[src/rtl/spi_master.sv]
// SPI bus master: one DATA_WIDTH-bit full-duplex transfer per accepted start,
// any CPOL/CPHA mode, sclk divided down from the single system clock.
module spi_master #(
  parameter int DATA_WIDTH = 8,
  parameter bit MSB_FIRST  = 1'b1,
  parameter int CLK_DIV    = 4
) (
  input  logic                  clk,
  input  logic                  rst,
  input  logic                  start,
  input  logic [DATA_WIDTH-1:0] tx_data,
  input  logic                  cpol,
  input  logic                  cpha,
  input  logic                  miso,
  output logic                  sclk,
  output logic                  cs_n,
  output logic                  mosi,
  output logic [DATA_WIDTH-1:0] rx_data,
  output logic                  rx_valid,
  output logic                  busy,
  output logic [2:0]            state_dbg
);
  localparam int N  = DATA_WIDTH;
  localparam int H  = CLK_DIV;
  localparam int EW = $clog2(2 * N) + 1;
  localparam int DW = $clog2(H) + 1;

  // SETUP runs one cycle longer than a half-period so edge 0 lands at T0+1+H.
  localparam logic [DW-1:0] DIV_SETUP = DW'(H);
  localparam logic [DW-1:0] DIV_LAST  = DW'(H - 1);
  localparam logic [DW-1:0] DIV_GAP   = DW'(H - 2);
  localparam logic [EW-1:0] EDGE_LAST = EW'(2 * N - 1);

  typedef enum logic [2:0] {S_IDLE, S_SETUP, S_XFER, S_HOLD, S_GAP} state_t;

  state_t        state_q, state_d;
  logic [DW-1:0] div_q, div_d;
  logic [EW-1:0] edge_cnt_q, edge_cnt_d;
  logic [N-1:0]  tx_sh_q, tx_sh_d, rx_sh_q, rx_sh_d, rx_data_q, rx_data_d;
  logic          cpol_q, cpol_d, cpha_q, cpha_d;
  logic          sclk_q, sclk_d, cs_n_q, cs_n_d, mosi_q, mosi_d;
  logic          rx_valid_q, rx_valid_d, busy_q, busy_d;
  logic          tick, lead;

  function automatic logic first_bit(input logic [N-1:0] w);
    return MSB_FIRST ? w[N-1] : w[0];
  endfunction

  function automatic logic [N-1:0] shift_out(input logic [N-1:0] w);
    return MSB_FIRST ? (w << 1) : (w >> 1);
  endfunction

  function automatic logic [N-1:0] shift_in(input logic [N-1:0] w, input logic b);
    return MSB_FIRST ? {w[N-2:0], b} : {b, w[N-1:1]};
  endfunction

  always_comb begin
    state_d    = state_q;
    div_d      = div_q;
    edge_cnt_d = edge_cnt_q;
    tx_sh_d    = tx_sh_q;
    rx_sh_d    = rx_sh_q;
    rx_data_d  = rx_data_q;
    cpol_d     = cpol_q;
    cpha_d     = cpha_q;
    sclk_d     = sclk_q;
    cs_n_d     = cs_n_q;
    mosi_d     = mosi_q;
    rx_valid_d = 1'b0;
    busy_d     = busy_q;
    tick       = 1'b0;
    lead       = ~edge_cnt_q[0];
    unique case (state_q)
      S_IDLE: begin
        sclk_d = cpol;
        cs_n_d = 1'b1;
        mosi_d = 1'b0;
        busy_d = 1'b0;
        if (start) begin
          state_d    = S_SETUP;
          cpol_d     = cpol;
          cpha_d     = cpha;
          div_d      = '0;
          edge_cnt_d = '0;
          rx_sh_d    = '0;
          cs_n_d     = 1'b0;
          busy_d     = 1'b1;
          if (cpha) begin
            tx_sh_d = tx_data;
          end else begin
            mosi_d  = first_bit(tx_data);
            tx_sh_d = shift_out(tx_data);
          end
        end
      end
      S_SETUP, S_XFER: begin
        tick  = (state_q == S_SETUP) ? (div_q == DIV_SETUP) : (div_q == DIV_LAST);
        div_d = tick ? '0 : div_q + DW'(1);
        if (tick) begin
          sclk_d     = ~sclk_q;
          edge_cnt_d = edge_cnt_q + EW'(1);
          state_d    = (edge_cnt_q == EDGE_LAST) ? S_HOLD : S_XFER;
          // Sample edge is leading for CPHA=0, trailing for CPHA=1; the other edge shifts.
          if (lead ^ cpha_q) begin
            rx_sh_d = shift_in(rx_sh_q, miso);
          end else if (edge_cnt_q != EDGE_LAST) begin
            mosi_d  = first_bit(tx_sh_q);
            tx_sh_d = shift_out(tx_sh_q);
          end
        end
      end
      S_HOLD: begin
        sclk_d = cpol_q;
        div_d  = div_q + DW'(1);
        if (div_q == DIV_LAST) begin
          state_d    = S_GAP;
          div_d      = '0;
          cs_n_d     = 1'b1;
          mosi_d     = 1'b0;
          rx_data_d  = rx_sh_q;
          rx_valid_d = 1'b1;
        end
      end
      S_GAP: begin
        // One IDLE cycle follows GAP, so the total deselect time is exactly H.
        div_d = div_q + DW'(1);
        if (div_q == DIV_GAP) begin
          state_d = S_IDLE;
          div_d   = '0;
          busy_d  = 1'b0;
        end
      end
      default: state_d = S_IDLE;
    endcase
  end

  always_ff @(posedge clk or posedge rst) begin
    if (rst) begin
      state_q    <= S_IDLE;
      div_q      <= '0;
      edge_cnt_q <= '0;
      tx_sh_q    <= '0;
      rx_sh_q    <= '0;
      rx_data_q  <= '0;
      cpol_q     <= 1'b0;
      cpha_q     <= 1'b0;
      sclk_q     <= 1'b0;
      cs_n_q     <= 1'b1;
      mosi_q     <= 1'b0;
      rx_valid_q <= 1'b0;
      busy_q     <= 1'b0;
    end else begin
      state_q    <= state_d;
      div_q      <= div_d;
      edge_cnt_q <= edge_cnt_d;
      tx_sh_q    <= tx_sh_d;
      rx_sh_q    <= rx_sh_d;
      rx_data_q  <= rx_data_d;
      cpol_q     <= cpol_d;
      cpha_q     <= cpha_d;
      sclk_q     <= sclk_d;
      cs_n_q     <= cs_n_d;
      mosi_q     <= mosi_d;
      rx_valid_q <= rx_valid_d;
      busy_q     <= busy_d;
    end
  end

  assign sclk      = sclk_q;
  assign cs_n      = cs_n_q;
  assign mosi      = mosi_q;
  assign rx_data   = rx_data_q;
  assign rx_valid  = rx_valid_q;
  assign busy      = busy_q;
  assign state_dbg = state_q;
endmodule

[config.mk]
export PLATFORM = sky130hd
export DESIGN_NAME = spi_master
export DESIGN_NICKNAME = d
export VERILOG_FILES = /design/src/rtl/spi_master.sv
export SDC_FILE = /design/constraint.sdc
export NUM_CORES = 1
export LEC_CHECK = 0
export BUFFER_PORTS_ARGS = -buffer_cell sky130_fd_sc_hd__buf_2
export CAP_MARGIN = 20
export CORE_ASPECT_RATIO = 1.75
export CORE_MARGIN = 4
export CORE_UTILIZATION = 40
export DETAILED_ROUTE_END_ITERATION = 16
export GPL_TIMING_DRIVEN = 0
export HOLD_SLACK_MARGIN = 0.02
export MAX_ROUTING_LAYER = met4
export PLACE_DENSITY_LB_ADDON = 0.2
export SYNTH_ARGS = -nofsm -noshare
export SYNTH_HDL_FRONTEND = slang
export SYNTH_SLANG_ARGS = --single-unit
[constraint.sdc]
create_clock -name clk -period 5.2 [get_ports clk]
set_clock_uncertainty 0.2 [all_clocks]
set_input_delay 1.04 -clock clk [delete_from_list [all_inputs] [get_ports clk]]
set_output_delay 1.04 -clock clk [all_outputs]
set_load 0.05 [all_outputs]
Yosys cells after proc, flatten, opt, wreduce, memory -nomap -nowiden. Cells that the tools add are included.

Output and inout bits: 16. Register bits after elaboration: 42. Input port bits: 14. Logic and storage cells: 94.

Bitwise gates (word level): 3. Reduce and logical (&&, ||, !) cells: 18. Equality and inequality tests: 16. $add $sub $neg: 2. Multiplexer cells: 42.

Operators with widths (number): $mux 8 (8); $pmux 8 s2 (2); $mux 3 (8); $pmux 3 s4 (2); $mux 1 (15); $ne 2x2->1 const B (7); $eq 3x2->1 const B (4); $reduce_and 2->1 (6); $mux 5 (2); $pmux 5 s2 (1); $reduce_and 5->1 (2); $reduce_and 4->1 (2); $eq 3x3->1 const B (2); $pmux 1 s3 (2); $reduce_bool 2->1 (3); $add 5x1->5 const B (1); $eq 5x4->1 const B (1); $ne 5x4->1 const B (1); $pmux 1 s2 (2); $reduce_bool 4->1 (1); $add 3x1->3 const B (1); $eq 3x1->1 const B (1); $logic_not 3->1 (1); $reduce_and 3->1 (1); 4 further kinds (5).

Logic depth before layout (Yosys ltp).
Depth after elaboration: 5. Mapped depth: 7. Depth with buffers taken out: 6.

Worst setup path after synthesis. Ideal clock, no wire load.

Path type: input to register. Start point: in cpha. End point: reg tx_sh_q[2]. Required time: 4.875 ns. Stages on the path: 4. Library setup time: 0.125 ns. Data arrival time: 2.181 ns. Path buffers: 1. Setup slack: 2.695 ns. Path through: buf_1 > mux2_2 > mux2_2 > mux2_4.

Longest elaborated chain between the ends: 3.

RTL lines: start, declared (RTL line 13) `input logic cpha,`; $mux 8 (RTL line 88) `if (cpha) begin`; $mux 8 (RTL line 79) `if (start) begin`; $pmux 8 s2 (RTL line 73) `unique case (state_q)`; end signal, assigned (RTL line 156) `tx_sh_q <= tx_sh_d;`; end, declared (RTL line 39) `logic [N-1:0] tx_sh_q, tx_sh_d, rx_sh_q, rx_sh_d, rx_data_q, rx_data_d;`.

No other way between the ends. The select of a mux whose other input is x is not followed. A chain may end at the register's enable or synchronous reset.

Final worst setup path.
Start point: reg edge_cnt_q[0]. End point: reg tx_sh_q[2].

Longest elaborated chain between the ends: 4. Elaborated cells on any way between the ends: 6. Classes of those cells: 3 x eq/ne; 2 x bitwise; 1 x reduce/logical.

RTL lines: start, declared (RTL line 38) `logic [EW-1:0] edge_cnt_q, edge_cnt_d;`; start signal, assigned (RTL line 155) `edge_cnt_q <= edge_cnt_d;`; branches (longest 3 deep; another with $ne 5x4->1); $reduce_and 5->1 (no source line) *.

Mark *: on every way between the ends.

==> results.toml <==
[placement]
placed_cell_area_um2 = 2480
routabilityCongestion = 0.862
port_buffers = 28
dpl.hpwl_um = 3440

[cts]
numClockSinks = 42
cts_tree = "yes"
cts.repair.resized = 0
cts-buffers-inserted = 5
clkTransAtPathRegs_ns = 0.08
htreeDepth = 2
cts_root_buffer = "clkbuf_8"
clockBufferDepth = 2
clk_latency_ns = 0.29
cts_setup_buffers = 0
ctsHoldBuffers = 0

[detailed_routing]
final_antenna_net_count = 0
viasPerCell = 5.08
wirelength_um = 4620
num_vias = 1589
drc = 0
wire_per_inst_um = 14.8
dr.pass1.iters = 4
drtIter0Drc = 73

[pwr]
power_density_nw_per_um2 = 697
fin_total_pwr_mw = 1.83
combPwrFrac_pct = 53.6
p_leak_nw = 1.25
power_frac_clock_pct = 16.9
seqPwrFrac_pct = 29.5
ir_worst_vdd_mv = 0.342
p_sw_share_pct = 43.4
p_int_mw = 1.03
netSwitchingPower_mw = 0.793

[layout]
area_delta_synth_final_pct = 17.5
drive_above_1_share_pct = 31.0
design_area_um2 = 2620
n_antenna_cell = 0
final_cell_mix = "41 x dfrtp_1, 30 x buf_2, 21 x mux2_2, 13 x nand2_1, 13 x nand3_1"
n_fill_cell = 530
fin_nets = 259
layout_commonest_cell = "dfrtp_1"

[timing]
fin_crit_ns = 2.66
tightest_slew_ns = 0.632
fmax_ghz = 0.375
hold_violations = 0
slew_violations = 0
tns_ns = 0
fin_crit_sh_pct = 51.2
relSlewSlack_pct = 57.8
setup_viol = 0
grt_setup_unrepaired = "no"

[logic_synthesis]
syn_area_um2 = 2230
syn_inst = 202
synth-edff-count = 0
syn_nets = 223
synthFlopType = "dfrtp_1"
ys_warn_count = 0
yosysUniqueCellTypes = 41
ys_async_sr_fraction_pct = 100
yosysSeqAreaShare_pct = 47.2
synth_area_per_cell_um2 = 11.0
ys_ff_latch = 42

[critical_path]
path_common_cell = "ha_1"
worstPathMaxFanout = 8
cp_slowest_cell = "a211oi_4"
cp-start-kind = "register"
path_buf_inv = 0
cp-end-kind = "register"
worstPathCellList = "ha_1 > and3_1 > ha_1 > or2b_1 > a211oi_4 > mux2_4"
path_class = "reg -> reg"
max_stage_delay_ns = 0.57
crit_arrival_ns = 2.64
crit_required_ns = 5.17
cp_top_family = "compound AO/OA/AOI/OAI gates"

[die]
coreArea_um2 = 5340
die_h_um = 107
die_area_um2 = 6880
initial_utilization_pct = 41.8
fp.dieW_um = 64.5
row_count = 35
pin_count = 30

[global_routing]
grt_pass1_vias = 1667
antenna_found_initial = 0
grt-ovfl-total = 0
grt_pass1_wl_um = 8210
grt_max_degree = 28
grt.total_usage_pct = 15.6

[run_status]
status = "finished, final reports clean"

[worst_hold_path]
min_path_type = "reg -> reg"

[job]
drv_cap = 0
## logic make-up after synthesis
group	count (synthesis)	synth area share, %
simple gates	48	10.8
flops	42	47.2
mux	34	17.1
xor+xnor	3	1.18
fa+ha+maj	7	3.93
compound gates	45	14.8
buf+inv	23	4.99
## final timing paths
path | cells after the start | from | slack [ns] | to
worst min-delay path | 1 | rx_sh_q[7]$_DFFE_PP0P_ | 0.31 | rx_sh_q[7]$_DFFE_PP0P_
worst max register to register | 6 | edge_cnt_q[0]$_DFFE_PP0P_ | 2.54 | tx_sh_q[2]$_DFFE_PP0P_
min in group asynchronous | 2 | rst | 0.50 | state_dbg[2]$_DFFE_PP0P_
max in group asynchronous | 3 | rst | 3.84 | div_q[0]$_DFFE_PP0P_
worst min register to register | 1 | rx_sh_q[7]$_DFFE_PP0P_ | 0.31 | rx_sh_q[7]$_DFFE_PP0P_
worst max-delay path | 6 | edge_cnt_q[0]$_DFFE_PP0P_ | 2.54 | tx_sh_q[2]$_DFFE_PP0P_
## Yosys cell counts, types with 4 or more instances
master,n,area (µm²)
dfrtp_1,41,1030
mux2_2,21,236
inv_1,13,48.8
nand2_1,13,48.8
nand3_1,13,65.1
o21ai_0,12,60.1
mux2i_1,10,100
nor2_1,10,37.5
o2bb2ai_1,10,87.6
ha_1,7,87.6
a21oi_1,4,20.0
## stage by stage
| step | utilization (%) | worst slack (ns) | hold WS, ns | instances |
|---|---|---|---|---|
| 5_1_grt | 49.1 | 2.43 | 0.328 | 313 |
| 3_3_place_gp | 46.1 | 2.34 | 0.287 | 304 |
| 3_5_place_dp | 46.5 | 2.51 | 0.288 | 305 |
| 4_1_cts | 49.1 | 2.52 | 0.314 | 313 |
| 6_report | 49.1 | 2.54 | 0.306 | 313 |
| 2_1_floorplan | - | 2.69 | 0.252 | 202 |
## sequential cells by signal (all words and copies together), names as in the netlist, 3 cells and up
signal and cells:
rx_sh_q 8, rx_data 8, div_q 3, edge_cnt_q 5, tx_sh_q 8, state_dbg 3
## final cells by class
| type | count | area (µm²) | share of cell area [%] |
|---|---|---|---|
| Multi-Input combinational cell | 137 | 1070 | 40.7 |
| Timing Repair Buffer | 29 | 160 | 6.11 |
| Tap cell | 74 | 92.6 | 3.53 |
| Sequential cell | 42 | 1050 | 40.1 |
| Buffer | 10 | 62.6 | 2.39 |
| Clock inverter | 3 | 68.8 | 2.63 |
| Inverter | 13 | 48.8 | 1.86 |
| Clock buffer | 5 | 68.8 | 2.63 |
## layer usage
layer / vias up / track usage, % / wire length [µm]
met1: 769 / 18.7 / 1950
met4: 0 / 4.99 / 63
met5: - / - / 0
met3: 5 / 2.31 / 110
li1: 786 / - / -
met2: 29 / 26.8 / 2500
## power by group through the flow
stage                     logic, mW  clock network, mW  registers, mW
final                         0.979              0.309          0.539
after global routing           1.09              0.334          0.561
after CTS                     0.991              0.319          0.541
after detailed placement      0.989                  0          0.546
after global placement        0.976                  0          0.544
after floorplan               0.656                  0          0.662
No activity file was read; power rests on OpenSTA's default activity.
